$ cat config.mk
export PLATFORM = sky130hd
export DESIGN_NAME = uart_tx_frame_flat
export DESIGN_NICKNAME = d
export VERILOG_FILES = /design/src/rtl/uart_tx_frame_if.sv /design/src/rtl/uart_tx_frame.sv /design/src/flat_wrapper.sv
export SDC_FILE = /design/constraint.sdc
export NUM_CORES = 1
export LEC_CHECK = 0
export ABC_AREA = 1
export CORE_MARGIN = 2
export CORE_UTILIZATION = 50
export DETAILED_ROUTE_END_ITERATION = 8
export PLACE_DENSITY = 0.79
export SYNTH_ARGS = -nofsm -noshare
export SYNTH_HDL_FRONTEND = slang
export SYNTH_SLANG_ARGS = --single-unit
$ cat constraint.sdc
create_clock -name clk -period 1.65 [get_ports clk]
set_input_delay 0.165 -clock clk [delete_from_list [all_inputs] [get_ports clk]]
set_output_delay 0.165 -clock clk [all_outputs]
set_load 0.05 [all_outputs]
$ cat src/rtl/uart_tx_frame_if.sv
// Host-side handshake bundle for uart_tx_frame.
// The host drives data/valid; the transmitter answers with ready.
interface uart_tx_frame_if #(
   parameter int DATA_W = 8
);
   logic [DATA_W-1:0] tx_data;
   logic              tx_valid;
   logic              tx_ready;

   modport master (
      output tx_data,
      output tx_valid,
      input  tx_ready
   );

   modport slave (
      input  tx_data,
      input  tx_valid,
      output tx_ready
   );
endinterface

$ cat src/rtl/uart_tx_frame.sv
// UART frame serialiser: start, LSB-first data, optional parity, 1-2 stops.
// Bit timing is paced by an external single-cycle baud_tick strobe.
module uart_tx_frame #(
   parameter int DATA_W     = 8,
   parameter int PARITY_EN  = 0,
   parameter int PARITY_ODD = 0,
   parameter int STOP_BITS  = 1
) (
   input  logic            clk,
   input  logic            rst_n,
   input  logic            baud_tick,
   uart_tx_frame_if.slave  bus,
   output logic            tx_out,
   output logic            tx_busy,
   output logic            tx_done
);

   if (DATA_W < 5 || DATA_W > 9) begin : g_bad_data_w
      $error("uart_tx_frame: DATA_W must be 5..9");
   end
   if (STOP_BITS < 1 || STOP_BITS > 2) begin : g_bad_stop
      $error("uart_tx_frame: STOP_BITS must be 1..2");
   end
   if (PARITY_EN < 0 || PARITY_EN > 1 ||
       PARITY_ODD < 0 || PARITY_ODD > 1) begin : g_bad_par
      $error("uart_tx_frame: PARITY_EN/PARITY_ODD must be 0..1");
   end

   typedef enum logic [2:0] {
      IDLE, ARMED, START, DATA, PARITY, STOP
   } state_t;

   localparam logic [3:0] LAST_BIT  = 4'(DATA_W - 1);
   localparam logic       LAST_STOP = 1'(STOP_BITS - 1);
   localparam logic       ODD       = (PARITY_ODD != 0);

   state_t            state, state_nxt;
   logic [DATA_W-1:0] shift_reg, shift_nxt;
   logic              parity_bit, parity_nxt;
   logic [3:0]        bit_cnt, bit_nxt;
   logic              stop_cnt, stop_nxt;
   logic              out_nxt, busy_nxt, done_nxt;
   logic              accept;

   assign bus.tx_ready = (state == IDLE);
   assign accept       = bus.tx_valid && bus.tx_ready;

   always_ff @(posedge clk or negedge rst_n) begin
      if (!rst_n) begin
         state      <= IDLE;
         shift_reg  <= '0;
         parity_bit <= 1'b0;
         bit_cnt    <= '0;
         stop_cnt   <= 1'b0;
         tx_out     <= 1'b1;
         tx_busy    <= 1'b0;
         tx_done    <= 1'b0;
      end else begin
         state      <= state_nxt;
         shift_reg  <= shift_nxt;
         parity_bit <= parity_nxt;
         bit_cnt    <= bit_nxt;
         stop_cnt   <= stop_nxt;
         tx_out     <= out_nxt;
         tx_busy    <= busy_nxt;
         tx_done    <= done_nxt;
      end
   end

   // IDLE ignores baud_tick so acceptance never shortens the start bit.
   always_comb begin
      state_nxt = state;
      unique case (state)
         IDLE:    if (accept) state_nxt = ARMED;
         ARMED:   if (baud_tick) state_nxt = START;
         START:   if (baud_tick) state_nxt = DATA;
         DATA: begin
            if (baud_tick && bit_cnt == LAST_BIT)
               state_nxt = (PARITY_EN != 0) ? PARITY : STOP;
         end
         PARITY:  if (baud_tick) state_nxt = STOP;
         STOP: begin
            if (baud_tick && stop_cnt == LAST_STOP)
               state_nxt = IDLE;
         end
         default: state_nxt = IDLE;
      endcase
   end

   always_comb begin
      shift_nxt  = shift_reg;
      parity_nxt = parity_bit;
      bit_nxt    = bit_cnt;
      stop_nxt   = stop_cnt;
      out_nxt    = tx_out;
      busy_nxt   = tx_busy;
      done_nxt   = 1'b0;
      unique case (state)
         IDLE: begin
            if (accept) begin
               shift_nxt  = bus.tx_data;
               parity_nxt = (^bus.tx_data) ^ ODD;
               busy_nxt   = 1'b1;
            end
         end
         ARMED: begin
            if (baud_tick) out_nxt = 1'b0;
         end
         START: begin
            if (baud_tick) begin
               out_nxt   = shift_reg[0];
               shift_nxt = shift_reg >> 1;
               bit_nxt   = '0;
            end
         end
         DATA: begin
            if (baud_tick) begin
               if (bit_cnt != LAST_BIT) begin
                  out_nxt   = shift_reg[0];
                  shift_nxt = shift_reg >> 1;
                  bit_nxt   = bit_cnt + 4'd1;
               end else if (PARITY_EN != 0) begin
                  out_nxt = parity_bit;
               end else begin
                  out_nxt  = 1'b1;
                  stop_nxt = 1'b0;
               end
            end
         end
         PARITY: begin
            if (baud_tick) begin
               out_nxt  = 1'b1;
               stop_nxt = 1'b0;
            end
         end
         STOP: begin
            if (baud_tick) begin
               out_nxt = 1'b1;
               if (stop_cnt == LAST_STOP) begin
                  busy_nxt = 1'b0;
                  done_nxt = 1'b1;
               end else begin
                  stop_nxt = stop_cnt + 1'b1;
               end
            end
         end
         default: ;
      endcase
   end

endmodule
$ cat src/flat_wrapper.sv
// flat-port wrapper written by rule: the top's interface ports become plain ports
module uart_tx_frame_flat 
#(
   parameter int DATA_W     = 8,
   parameter int PARITY_EN  = 0,
   parameter int PARITY_ODD = 0,
   parameter int STOP_BITS  = 1
)
  (clk, rst_n, baud_tick, tx_out, tx_busy, tx_done, bus_tx_data, bus_tx_valid, bus_tx_ready);
  uart_tx_frame_if #(.DATA_W(DATA_W)) bus_i ();
  input  logic clk;
  input  logic rst_n;
  input  logic baud_tick;
  output logic tx_out;
  output logic tx_busy;
  output logic tx_done;
  input wire logic [$bits(bus_i.tx_data)-1:0] bus_tx_data;
  input wire logic [$bits(bus_i.tx_valid)-1:0] bus_tx_valid;
  output wire logic [$bits(bus_i.tx_ready)-1:0] bus_tx_ready;
  assign bus_i.tx_data = bus_tx_data;
  assign bus_i.tx_valid = bus_tx_valid;
  assign bus_tx_ready = bus_i.tx_ready;
  uart_tx_frame #(.DATA_W(DATA_W), .PARITY_EN(PARITY_EN), .PARITY_ODD(PARITY_ODD), .STOP_BITS(STOP_BITS)) u_core (.clk(clk), .rst_n(rst_n), .baud_tick(baud_tick), .bus(bus_i), .tx_out(tx_out), .tx_busy(tx_busy), .tx_done(tx_done));
endmodule
======== After elaboration in Yosys (flattened, before gate mapping) ========
Index checks and enable logic that the tools add are counted.
storage, ports and cells
  output and inout port bits .............. 4
  bits of input ports ..................... 12
  logic and storage cells ................. 79
  flip-flop bits (word level) ............. 19
cells by class
  reduce and logical (&&, ||, !) cells .... 16
  mux-type cells .......................... 34
  eq/ne operators ......................... 19
  add/sub/neg operators ................... 2
  bitwise operators ....................... 1
operators with widths
  cell                 count
  $mux 8               4
  $pmux 8 s3           1
  $mux 3               6
  $pmux 3 s6           1
  $ne 2x2->1 const B   8
  $mux 1               15
  $reduce_and 5->1     3
  $mux 4               3
  $ne 2x1->1 const B   4
  $pmux 4 s2           1
  $reduce_and 4->1     2
  $eq 3x2->1 const B   2
  $eq 3x3->1 const B   2
  $reduce_and 6->1     1
  $reduce_bool 3->1    2
  $add 4x1->4 const B  1
  $eq 4x3->1 const B   1
  $ne 4x3->1 const B   1
  $pmux 1 s4           1
  $reduce_bool 2->1    2
  $reduce_bool 4->1    1
  $eq 3x1->1 const B   1
  $logic_and 1x1->1    3
  $logic_not 3->1      1
  other kinds (5)      5

======== Longest topological paths before layout ========
  depth after elaboration ................. 4
  depth in mapped cells ................... 8
  gate-level depth less buffers ........... 8

======== Worst setup path before layout ========
OpenSTA, ideal clock, no wires.
  kind .................................... reg-to-reg
  start ................................... reg u_core.state[0]
  end ..................................... reg u_core.tx_busy
  arrival ................................. 1.667 ns
  setup time .............................. 0.121 ns
  clock period less this slack ............ 1.789 ns
  required time ........................... 1.529 ns
  cell stages (with the launch flop) ...... 8
  setup slack ............................. -0.139 ns
  buffers on the path ..................... 1
  cell sequence ........................... dfrtp_1 -> buf_4 -> nor2_2 -> inv_1 -> nor2_1 -> o21ai_0 -> nand2_1 -> nand2_1
between the ends
  cells in the longest elaborated chain, start to end .. 4
  elaborated cells between the ends (all ways) .. 9
  classes of those cells .................. 4 x eq/ne; 1 x mux; 4 x reduce/logical
ends and longest elaborated chain
  what                               line                 text
  from (decl)                        uart_tx_frame.sv:37  state_t state, state_nxt;
  from (signal assigned)             uart_tx_frame.sv:59  state <= state_nxt;
  $logic_not 3->1 (*)                uart_tx_frame.sv:45  assign bus.tx_ready = (state == IDLE);
  net bus_tx_ready                   flat_wrapper.sv:19   output wire logic [$bits(bus_i.tx_ready)-1:0] bus_tx_ready;
  $logic_and 1x1->1                  uart_tx_frame.sv:46  assign accept = bus.tx_valid && bus.tx_ready;
  $ne 2x2->1 (no source line)        n/a
  $reduce_and 4->1 (no source line)  n/a
  to (signal assigned)               uart_tx_frame.sv:65  tx_busy <= busy_nxt;
  to (decl)                          uart_tx_frame.sv:14  output logic tx_busy,
The timed path passes the listed nets; every way through them passes the cells marked *.
A chain may end at the register's enable or synchronous reset.

======== Final worst setup path ========
  start ................................... reg u_core.tx_done
  end ..................................... out tx_done
RTL lines
  what                    line                 text
  from (decl)             uart_tx_frame.sv:15  output logic tx_done
  from (signal assigned)  uart_tx_frame.sv:66  tx_done <= done_nxt;
  to (decl)               flat_wrapper.sv:16   output logic tx_done;
No word-level cell between the ends.

==> flow_summary.ini <==
[worst_setup_path]
end_kind = output pin
arrival_ns = 1.42
crit_path_max_incr_delay_ns = 0.79
crit_type = flop to output pin
r2r_start = u_core.bit_cnt[0]$_DFFE_PN0P_
cp_slowest_cell = clkdlybuf4s50_1
crit_required_ns = 1.48
worst_setup_path_start_kind = flop
reg2reg_slack_ns = 0.18
path_cells = clkdlybuf4s50_1
crit_buf_inv = 1
crit_path_start = u_core.tx_done$_DFF_PN0_
path_delay_family = buffers and inverters
path_max_fanout = 1

[clocking]
cts_tree = built
htree_levels = 1
clk_pin_slew_worst_paths_ns = 0.11
worstSkewPairLatency_ns = 0.29
cts_setup_buffers = 0
clock_sinks = 18
cts_root_buffer = clkbuf_4
cts_made_buffers = 3
cts_buffer_depth = 2

[layout]
nNetsFinal = 177
final_util_pct = 65.6
largest_reg_flops = 8
num_antenna_cells = 0
drive_gt1_share_pct = 18.4
syn2layout_area_growth_pct = 21.8

[global_route]
grt_busiest_layer = met2
grt_pass1_wl_um = 3640
grt-ovfl-total = 0
grt_pass1_vias = 856
grt_use_met2_pct = 28.7
antenna_found_initial = 0
grt.met3_usage_pct = 2.68
use_met1_pct = 27.1
grt.total_usage_pct = 18.7
grt_max_degree = 19

[floorplan]
rows = 16
core_sq_um = 2000
initial_utilization_pct = 53.9
die_area_sq_um = 2540
ios = 16
die-height_um = 50.4
die_x_um = 50.4

[power]
power_mw = 2.40
power.density_nw_per_um2 = 1830
ir_drop_mv = 1.56
p_leak_nw = 0.662

[timing]
layout_min_cycle_time_ns = 1.58
fin_crit_sh_pct = 95.9
finalMaxSlewViolations = 0
finalClockSkew_ns = 0.00360
setup_viol_count_final = 0
max_freq_ghz = 0.632
slew_headroom_pct = 66.9
finalHoldViolations = 0
setup_tns_ns = 0
tightest_slew_ns = 0.495
rsz0062_at_grt = false

[place]
place_hpwl_um = 1620
io_buffers = 15
place.gp.congestion = 0.858

[detailed_routing]
ant_nets = 0
drt_iter0_drc = 28
post_drt_wl_per_cell_um = 11.4
drc_errors = 0
dr.pass1.iters = 4
post_drt_via_cell_ratio = 5.26
vias = 999
wl_um = 2160

[logic_synthesis]
synth-seq-cells = 18
ys_seq_area_share_pct = 41.9
ys_types = 22
yosysTopAreaCell = dfrtp_1
synthTopCellsByArea = dfrtp_1 (39%), nand2_1 (21%), nand4_1 (5.2%), nand3_1 (5.1%), nor2_1 (2.8%)
synth_top_area_share_pct = 39.4
syn-cell-area_sq_um = 1080
synth.avg_cell_area_sq_um = 7.49
yosys_warnings = 0
postSynthNetCount = 157
netlist_instances = 144

[min_path]
min_path_type = primary input to asynchronous set/reset pin

[status]
status = complete, no violations

[job]
drv_cap = 0
## final cells by class
cell class,count,area (sq um)
clock buffer,4,36.3
fill,158,688
inverter,9,33.8
multi-input combinational,113,558
sequential,18,454
tap,27,33.8
timing repair buffer,19,198
## metal layers
layer	share of wire [%]	vias to the layer above
met4	0.74	0
met5	0	-
li1	-	512
met1	48	467
met3	3.4	2
met2	48	18
## final timing paths
path,to,cells after the start
setup / recovery,tx_done,1
min in group clk,u_core.shift_reg[1]$_DFFE_PN0P_,2
hold / removal,u_core.bit_cnt[3]$_DFFE_PN0P_,2
max in group asynchronous,u_core.tx_out$_DFFE_PN1P_,2
hold reg to reg,u_core.shift_reg[1]$_DFFE_PN0P_,2
setup reg to reg,u_core.shift_reg[4]$_DFFE_PN0P_,7
## report_power, final
part	switching (mW)	internal, mW
Clock	0.140	0.134
Sequential	0.157	0.625
Combinational	0.837	0.511
## synth_stat cells
cell,count
nand3b_1,1
ha_1,1
nand2_2,4
o211ai_1,1
o21ai_0,3
inv_1,6
nor2_1,8
nand2_1,61
dfstp_2,1
dfrtp_1,17
nand4_1,9
nand3_1,11
buf_6,2
nand3_4,1
nor2_4,2
nand2_4,2
nor2_2,2
o31ai_2,1
inv_2,3
o21ai_1,5
a21oi_1,1
buf_4,2
## through the flow
| step | hold WS [ns] | std cells | area [sq um] | worst slack [ns] |
|---|---|---|---|---|
| 2_1_floorplan | -0.131 | 144 | 1080 | 0.129 |
| 3_3_place_gp | 0.456 | 186 | 1270 | 0.174 |
| 3_5_place_dp | 0.460 | 186 | 1270 | 0.143 |
| 4_1_cts | 0.201 | 190 | 1310 | 0.0629 |
| 5_1_grt | 0.196 | 190 | 1310 | 0.0119 |
| 6_report | 0.193 | 190 | 1310 | 0.0672 |
## timing repair
item | CTS | global route
endpoints found under the setup margin | 0 | 2
hold endpoints to repair | 0 | 0
hold buffers | 0 | 0
resized for setup | 0 | 2
## placed cells by master, fill, tap and decap left out, drive strengths merged
cell type / n
clkbuf: 4
nand3b: 1
ha: 1
dfrtp: 17
clkdlybuf4s50: 12
inv: 9
o211ai: 1
o21ai: 8
nand2: 67
nand4: 9
nand3: 12
buf: 7
o31ai: 1
nor2: 12
dfstp: 1
a21oi: 1
## cell families (layout without fill, tap and decap cells)
family	count (synthesis)	count (layout)	synth area share, %
compound gates	11	11	6.03
fa+ha+maj	1	1	1.16
flops	18	18	41.9
simple gates	101	101	44.3
buf+inv	13	32	6.61
No activity file was read; power rests on OpenSTA's default activity.
